`config.mk`:
```
export PLATFORM = sky130hd
export DESIGN_NAME = alu_8bit
export DESIGN_NICKNAME = d
export VERILOG_FILES = /design/src/rtl/alu_8bit.sv
export SDC_FILE = /design/constraint.sdc
export NUM_CORES = 1
export LEC_CHECK = 0
export BUFFER_PORTS_ARGS = -buffer_cell sky130_fd_sc_hd__buf_2
export CELL_PAD_IN_SITES_DETAIL_PLACEMENT = 1
export CELL_PAD_IN_SITES_GLOBAL_PLACEMENT = 2
export CORE_ASPECT_RATIO = 1.2
export CORE_MARGIN = 1.5
export CORE_UTILIZATION = 39
export DETAILED_ROUTE_END_ITERATION = 7
export PLACE_DENSITY_LB_ADDON = 0.25
export SYNTH_ARGS = -nofsm -noshare
export SYNTH_HDL_FRONTEND = slang
export SYNTH_SLANG_ARGS = --single-unit
```
`constraint.sdc`:
```
create_clock -name clk -period 14.55 [get_ports clk]
set_input_delay 2.91 -clock clk [delete_from_list [all_inputs] [get_ports clk]]
set_output_delay 2.91 -clock clk [all_outputs]
set_load 0.005 [all_outputs]
```
`src/rtl/alu_8bit.sv`:
```
// 8-bit, 16-opcode ALU with a single registered output stage.
// F updates every clk edge with one cycle of latency; rst clears F to zero.
module alu_8bit (
    input  logic       clk,
    input  logic       rst,
    input  logic [3:0] instruction,
    input  logic [7:0] A,
    input  logic [7:0] B,
    output logic [7:0] F
);

    typedef enum logic [3:0] {
        OP_ADD  = 4'b0000,
        OP_SUB  = 4'b0001,
        OP_MUL  = 4'b0010,
        OP_AND  = 4'b0011,
        OP_OR   = 4'b0100,
        OP_XOR  = 4'b0101,
        OP_NOT  = 4'b0110,
        OP_XNOR = 4'b0111,
        OP_SLL  = 4'b1000,
        OP_SRL  = 4'b1001,
        OP_SRA  = 4'b1010,
        OP_ROL  = 4'b1011,
        OP_ROR  = 4'b1100,
        OP_LTU  = 4'b1101,
        OP_EQ   = 4'b1110,
        OP_LTS  = 4'b1111
    } op_e;

    logic [2:0]  sh;
    logic [15:0] rol_w;
    logic [15:0] ror_w;
    logic [7:0]  res;

    // Rotates come from shifting a doubled copy of A and picking one half.
    assign sh    = B[2:0];
    assign rol_w = {A, A} << sh;
    assign ror_w = {A, A} >> sh;

    always_comb begin
        res = 8'h00;
        case (op_e'(instruction))
            OP_ADD:  res = A + B;
            OP_SUB:  res = A - B;
            OP_MUL:  res = A * B;
            OP_AND:  res = A & B;
            OP_OR:   res = A | B;
            OP_XOR:  res = A ^ B;
            OP_NOT:  res = ~A;
            OP_XNOR: res = ~(A ^ B);
            OP_SLL:  res = A << sh;
            OP_SRL:  res = A >> sh;
            OP_SRA:  res = $unsigned($signed(A) >>> sh);
            OP_ROL:  res = rol_w[15:8];
            OP_ROR:  res = ror_w[7:0];
            OP_LTU:  res = {7'b0, (A < B)};
            OP_EQ:   res = {7'b0, (A == B)};
            OP_LTS:  res = {7'b0, ($signed(A) < $signed(B))};
            default: res = 8'h00;
        endcase
    end

    always_ff @(posedge clk) begin
        if (rst)
            F <= 8'h00;
        else
            F <= res;
    end

endmodule

```
; After elaboration in Yosys (flattened, before gate mapping)
; Cells that the tools add are included.
; W data, S select, Z words.
[word_totals]
output_inout_bits = 8
romBits = 0
reg_bits = 8
mem_count = 0
wordCells = 34
input_bits = 22
ramBits = 0
latchBits = 0
[classes]
n_eq_ne = 16
bitwise = 5
shift = 5
magnitude_cmp = 2
muxes = 1
n_reduce_logical = 1
add_sub_neg = 2
div = 0
mul = 1
[ops]
columns = cell, count
row1 = $pmux W8 S16, 1
row2 = $eq A4 B4 Y1 const B, 8
row3 = $eq A4 B3 Y1 const B, 4
row4 = $lt A8 B8 Y1, 2
row5 = $not A8 Y8, 2
row6 = $shl A16 B3 Y16, 1
row7 = $shr A16 B3 Y8, 1
row8 = $add A8 B8 Y8, 1
row9 = $and A8 B8 Y8, 1
row10 = $eq A4 B2 Y1 const B, 2
row11 = $eq A8 B8 Y1, 1
row12 = $mul A8 B8 Y8, 1
row13 = $or A8 B8 Y8, 1
row14 = $shl A8 B3 Y8, 1
row15 = $shr A8 B3 Y8, 1
row16 = $sshr A8 B3 Y8, 1
row17 = $sub A8 B8 Y8, 1
row18 = $xor A8 B8 Y8, 1
row19 = $eq A4 B1 Y1 const B, 1
row20 = $logic_not A4 Y1, 1

; Depth between registers and ports, before layout
; Gate-level depths: netlist of run 1.
[logic_depth]
ltp_word = 3
mapped_depth = 18
depth_no_buf = 16

; Worst setup path before layout of run 1
; No wires, ideal clock.
[synth_timing]
path_kind = input to register
start = input B[2]
end = register F[6]
path_buffers = 2
required_time_ps = 14398
arrival_time_ps = 6578
setup_time_ps = 152
path_stages = 16
slack_ps = 7820
path_cell_list = buf_2 > clkbuf_1 > nand2_1 > fa_1 > fa_1 > inv_1 > fa_1 > inv_1 > fa_1 > inv_1 > ha_1 > xor2_1 > nor3_1 > o31a_1 > nor4_1 > a211oi_2
[synth_between]
elab_chain_len = 2
word_cells_on_any_way = 9
classes_between = add/sub: 2 / mul: 1 / shift: 5 / mux: 1
[synth_rtl]
columns = element, line_no
row1 = start: declaration, 8  ; input logic [7:0] B,
row2 = "$mul A8 B8 Y8, or another cell as far along", 46  ; OP_MUL: res = A * B;
row3 = $pmux W8 S16 *, 43  ; case (op_e'(instruction))
row4 = end signal: assignment, 68  ; F <= res;
row5 = end: declaration, 9  ; output logic [7:0] F
; Every way passes the cells marked *; elsewhere a longest branch is shown, timed or not.
; A chain may end at the register's enable or synchronous reset.

; Final worst setup path of run 1
[layout_timing]
start = input B[0]
end = register F[6]
; Same word-level chain as after synthesis.

==> results of run 1 <==
==> area by class of cell <==
type / instances / area [um2]
multi-input cells: 368 / 2848
repair buffers: 29 / 145.1
well taps: 117 / 146.4
flip-flops and latches: 8 / 160.2
inverters: 50 / 187.7
clock buffers: 3 / 41.29
fillers: 1138 / 4990
==> path summary, 6_finish.rpt <==
check | start | endpoint | slack [ns] | depth (start not counted)
setup / recovery | B[0] | F[6] | 7.37 | 16
hold / removal | rst | F[6] | 2.99 | 2
==> kinds of logic after synthesis <==
kind of cell	synth area share, %
muxes	7.633
AOI/OAI and AO/OA	25.00
and+or+nand+nor	19.40
DFF	4.720
buffers and inverters	11.36
adders and majority gates	23.38
xor gates and xnor gates	8.518
==> through the flow <==
stage          worst slack, ns  cell area (um2)  hold WS, ns
3_5_place_dp             7.161             3487        3.226
3_3_place_gp             7.226             3487        3.215
2_1_floorplan            7.820             3393        3.194
5_1_grt                  7.069             3528        2.996
6_report                 7.367             3528        2.992
4_1_cts                  7.394             3528        2.989
==> cells in the mapped netlist (6+ instances only) <==
master | count | area, um2
a21oi_1 | 37 | 185.2
nand2_1 | 39 | 146.4
a31oi_1 | 9 | 56.30
ha_1 | 41 | 513.0
dfxtp_1 | 8 | 160.2
clkbuf_1 | 14 | 52.55
a211oi_1 | 6 | 45.04
nor3_1 | 8 | 40.04
o22ai_1 | 10 | 62.56
nand3_1 | 12 | 60.06
xnor2_1 | 21 | 183.9
nor2b_1 | 7 | 43.79
fa_1 | 14 | 280.3
inv_1 | 47 | 176.4
nor2_1 | 38 | 142.6
buf_2 | 14 | 70.07
o21ai_0 | 16 | 80.08
nand2b_1 | 10 | 62.56
mux4_2 | 7 | 157.7
xor2_1 | 12 | 105.1
mux2i_1 | 9 | 90.09
==> power breakdown <==
part           internal (mW)  switching [mW]  total [mW]
Clock                 0.0180         0.00967      0.0277
Combinational         0.0603          0.0949       0.155
Sequential            0.0244        0.000505      0.0249
Total                  0.103           0.105       0.208
==> layer usage <==
metal / part of all wire (%) / up-vias / global-route usage (%)
met2: 47 / 133 / 44.82
met3: 4.0 / 34 / 1.343
met1: 43 / 1701 / 38.29
met4: 5.8 / 0 / 14.17
li1: - / 1610 / -
met5: 0 / - / 0
==> flow_summary.json, run 1 <==
{
  "postCtsSetupRepairBufs": 0,
  "crit_path_end_kind": "flop",
  "tns_ns": 0,
  "grt_pass1_wl_mm": 19.65,
  "layout.nets": 537,
  "grt_pass1_vias": 3489,
  "dieArea_um2": 9272,
  "stdcell_count": 575,
  "top_register": "F",
  "grt-ovfl-total": 0,
  "die_h_um": 105.2,
  "drive_gt1_share_pct": 10.92,
  "core_area_um2": 8518,
  "crit_buf_inv": 6,
  "crit_path_top_delay_cell": "fa_1",
  "cts_max_level": 1,
  "ant_nets": 0,
  "power.total_mw": 0.2077,
  "synthFlopType": "dfxtp_1",
  "syn_nets": 540,
  "p_leak_nw": 1.561,
  "path_class": "in -> reg",
  "synthesis.area_um2": 3393,
  "cp_slowest_stage_delay_ns": 0.54,
  "synth_edf_count": 0,
  "cts_max_path_buffers": 2,
  "p_per_area_nw_per_um2": 58.87,
  "cts.clk_slew.worst_paths_ns": 0.04,
  "wl_per_cell_um": 22.05,
  "layout_common_cells": "inv_1 (47), ha_1 (41), nand2_1 (39)",
  "min_period_ns": 7.183,
  "cts.sinks": 8,
  "worst_pin_slew_ns": 1.037,
  "placedCellCount": 572,
  "cts-hold-fix-buffers": 0,
  "grt_max_degree": 42,
  "hold_path_class": "in -> reg",
  "cp_data_required_time_ns": 14.62,
  "via_per_inst": 6.049,
  "layout_worst_path_cycle_share_pct": 49.37,
  "hold_viol_final": 0,
  "antenna_found_initial": 0,
  "setup_viol": 0,
  "maxCapViolCount": 0,
  "die_x_um": 88.15,
  "io_buffers": 29,
  "cts_made_buffers": 3,
  "cts.repair.resized": 0,
  "fmax_mhz": 139.2,
  "rows": 37,
  "peakVddDrop_mv": 0.03987,
  "max_slew_margin_pct": 30.35,
  "synthDistinctLibCells": 67,
  "reg.largest.list": "F x8",
  "yosys_warnings": 0,
  "antenna_cells": 0,
  "worst-path-max-fanout": 33,
  "synth_seq_area_share_pct": 4.720,
  "grtUsageTotal_pct": 28.20,
  "start_util_pct": 39.84,
  "syn_to_final_growth_pct": 3.982,
  "ys_seq_elements": 8,
  "crit_family": "adder cells",
  "rsz0062_at_grt": "false",
  "drc": 0,
  "postSynthAreaPerCell_um2": 7.329,
  "cts_tree": "done",
  "place_congestion": 0.9032,
  "first_pass_iters": 5,
  "root_buffer": "clkbuf_8",
  "crit_chain": "buf_2, clkinv_1, nor2_1, inv_1, fa_1, inv_1, fa_1, inv_1, fa_1, inv_1, ha_1, xor2_1, nor3_1, o31a_1, nor4_1, a211oi_2",
  "vias": 3478,
  "dpl.hpwl_mm": 9.990,
  "first_iter_violations": 269,
  "crit_top_cell": "inv_1",
  "utilization_pct": 41.42,
  "start_kind": "input port",
  "cp_data_arrival_time_ns": 7.25,
  "synth-async-reset-ratio_pct": 0,
  "syn_inst": 463,
  "slew_violations": 0,
  "io_pins": 30,
  "final_common_cell": "inv_1",
  "wl_mm": 12.68,
  "status": "finished clean",
  "largest_reg_flops": 8
}
No activity file was read; power rests on OpenSTA's default activity.
==> run 2, diff against run 1 <==
CORE_UTILIZATION = 32   (was 39)
clock period = 5.8 ns   (was 14.55 ns; I/O delays follow)
==> flow_summary.json, run 2 (same netlist as run 1, synthesis figures left out) <==
{
  "hold_viol_final": 0,
  "layout.nets": 545,
  "final_common_cell": "inv_1",
  "grtUsageTotal_pct": 24.21,
  "p_leak_nw": 1.615,
  "crit_top_cell": "inv_1",
  "peakVddDrop_mv": 0.09998,
  "place_ws_ns": 0.4139,
  "largest_reg_flops": 8,
  "root_buffer": "clkbuf_16",
  "die_h_um": 115.8,
  "antenna_cells": 0,
  "cts.sinks": 8,
  "setup_slack_ns": 0.6522,
  "start_util_pct": 32.58,
  "first_iter_violations": 228,
  "grt_pass1_vias": 3541,
  "cts.clk_slew.worst_paths_ns": 0.04,
  "antenna_found_initial": 0,
  "die_x_um": 97.01,
  "status": "finished clean",
  "top_register": "F",
  "cts_max_path_buffers": 2,
  "crit_path_top_delay_cell": "fa_1",
  "seqCellArea_um2": 160.2,
  "start_kind": "input port",
  "vias": 3479,
  "drc": 0,
  "multi_input_area_um2": 2848,
  "grt_max_degree": 42,
  "setup_viol": 0,
  "place_congestion": 0.8832,
  "ant_nets": 0,
  "cp_slowest_stage_delay_ns": 0.53,
  "layout_common_cells": "inv_1 (47), ha_1 (41), nand2_1 (39)",
  "maxCapViolCount": 0,
  "cts_tree": "done",
  "wl_mm": 13.43,
  "reg.largest.list": "F x8",
  "via_per_inst": 5.847,
  "wl_per_cell_um": 22.56,
  "first_pass_iters": 4,
  "fillers": 1326,
  "rows": 41,
  "io_buffers": 29,
  "syn_to_final_growth_pct": 7.190,
  "max_slew_margin_pct": 28.38,
  "rsz0062_at_grt": "false",
  "hold_path_class": "in -> reg",
  "tns_ns": 0,
  "io_pins": 30,
  "dpl.hpwl_mm": 10.68,
  "grt_pass1_wl_mm": 21.02,
  "min_period_ns": 5.148,
  "cp_data_required_time_ns": 5.86,
  "cts_made_buffers": 3,
  "dieArea_um2": 11230,
  "slew_violations": 0,
  "path_class": "in -> reg",
  "fmax_mhz": 194.3,
  "power.total_mw": 0.5793,
  "crit_path_end_kind": "flop",
  "p_per_area_nw_per_um2": 159.3,
  "core_area_um2": 10410,
  "worst-path-max-fanout": 13,
  "cp_data_arrival_time_ns": 5.21,
  "layout_worst_path_cycle_share_pct": 88.75,
  "cts-hold-fix-buffers": 0,
  "cts_max_level": 1,
  "worst_pin_slew_ns": 1.066,
  "crit_chain": "buf_2, ha_1, inv_1, fa_1, fa_1, inv_1, ha_1, inv_1, fa_1, inv_1, ha_1, a21oi_1, xor2_1, nor3_1, o31a_1, nor4_1, a211oi_2",
  "grt-ovfl-total": 0,
  "cts.repair.resized": 0,
  "postCtsSetupRepairBufs": 0,
  "holdWs_ns": 1.232,
  "drive_gt1_share_pct": 12.45
}
[run 2: cell type report]
cell class | count | share of cell area (%)
clock buffer | 3 | 2.064
multi-input combinational | 368 | 78.29
timing repair buffer | 37 | 5.642
inverter | 50 | 5.160
tap | 129 | 4.438
sequential | 8 | 4.403
[run 2: critical path, delay by kind of cell]
| kind | cells | cell delay, ns |
|---|---|---|
| buffers and inverters | 5 | 0.45 |
| and+or+nand+nor | 2 | 0.44 |
| adders and majority gates | 6 | 2.34 |
| xor gates and xnor gates | 1 | 0.27 |
| AOI/OAI and AO/OA | 3 | 0.55 |
[run 2: path summary, 6_finish.rpt]
| path | from | endpoint | slack (ns) | depth (start not counted) |
|---|---|---|---|---|
| setup / recovery | A[2] | F[6] | 0.65 | 17 |
| hold / removal | rst | F[7] | 1.23 | 2 |
[run 2: power by group]
| part | internal, mW | leakage, nW | switching [mW] | total (mW) |
|---|---|---|---|---|
| combinational | 0.155 | 1.51 | 0.242 | 0.398 |
| clock | 0.0891 | 0.0370 | 0.0297 | 0.119 |
| sequential | 0.0613 | 0.0663 | 0.00163 | 0.0629 |
[run 2: layer usage]
metal / vias to the layer above / part of all wire [%] / GRT usage, %
met4: 0 / 3.6 / 9.179
met2: 116 / 51 / 44.15
li1: 1640 / - / -
met5: - / 0 / 0
met3: 28 / 3.4 / 0.7238
met1: 1695 / 42 / 30.62
[run 2: through the flow]
stage	instance area [um2]	std cells	utilization, %
after floorplan	3393	463	-
after detailed placement	3562	592	34.21
final	3637	595	34.93
after global placement	3562	592	34.21
after global routing	3637	595	34.93
after CTS	3637	595	34.93
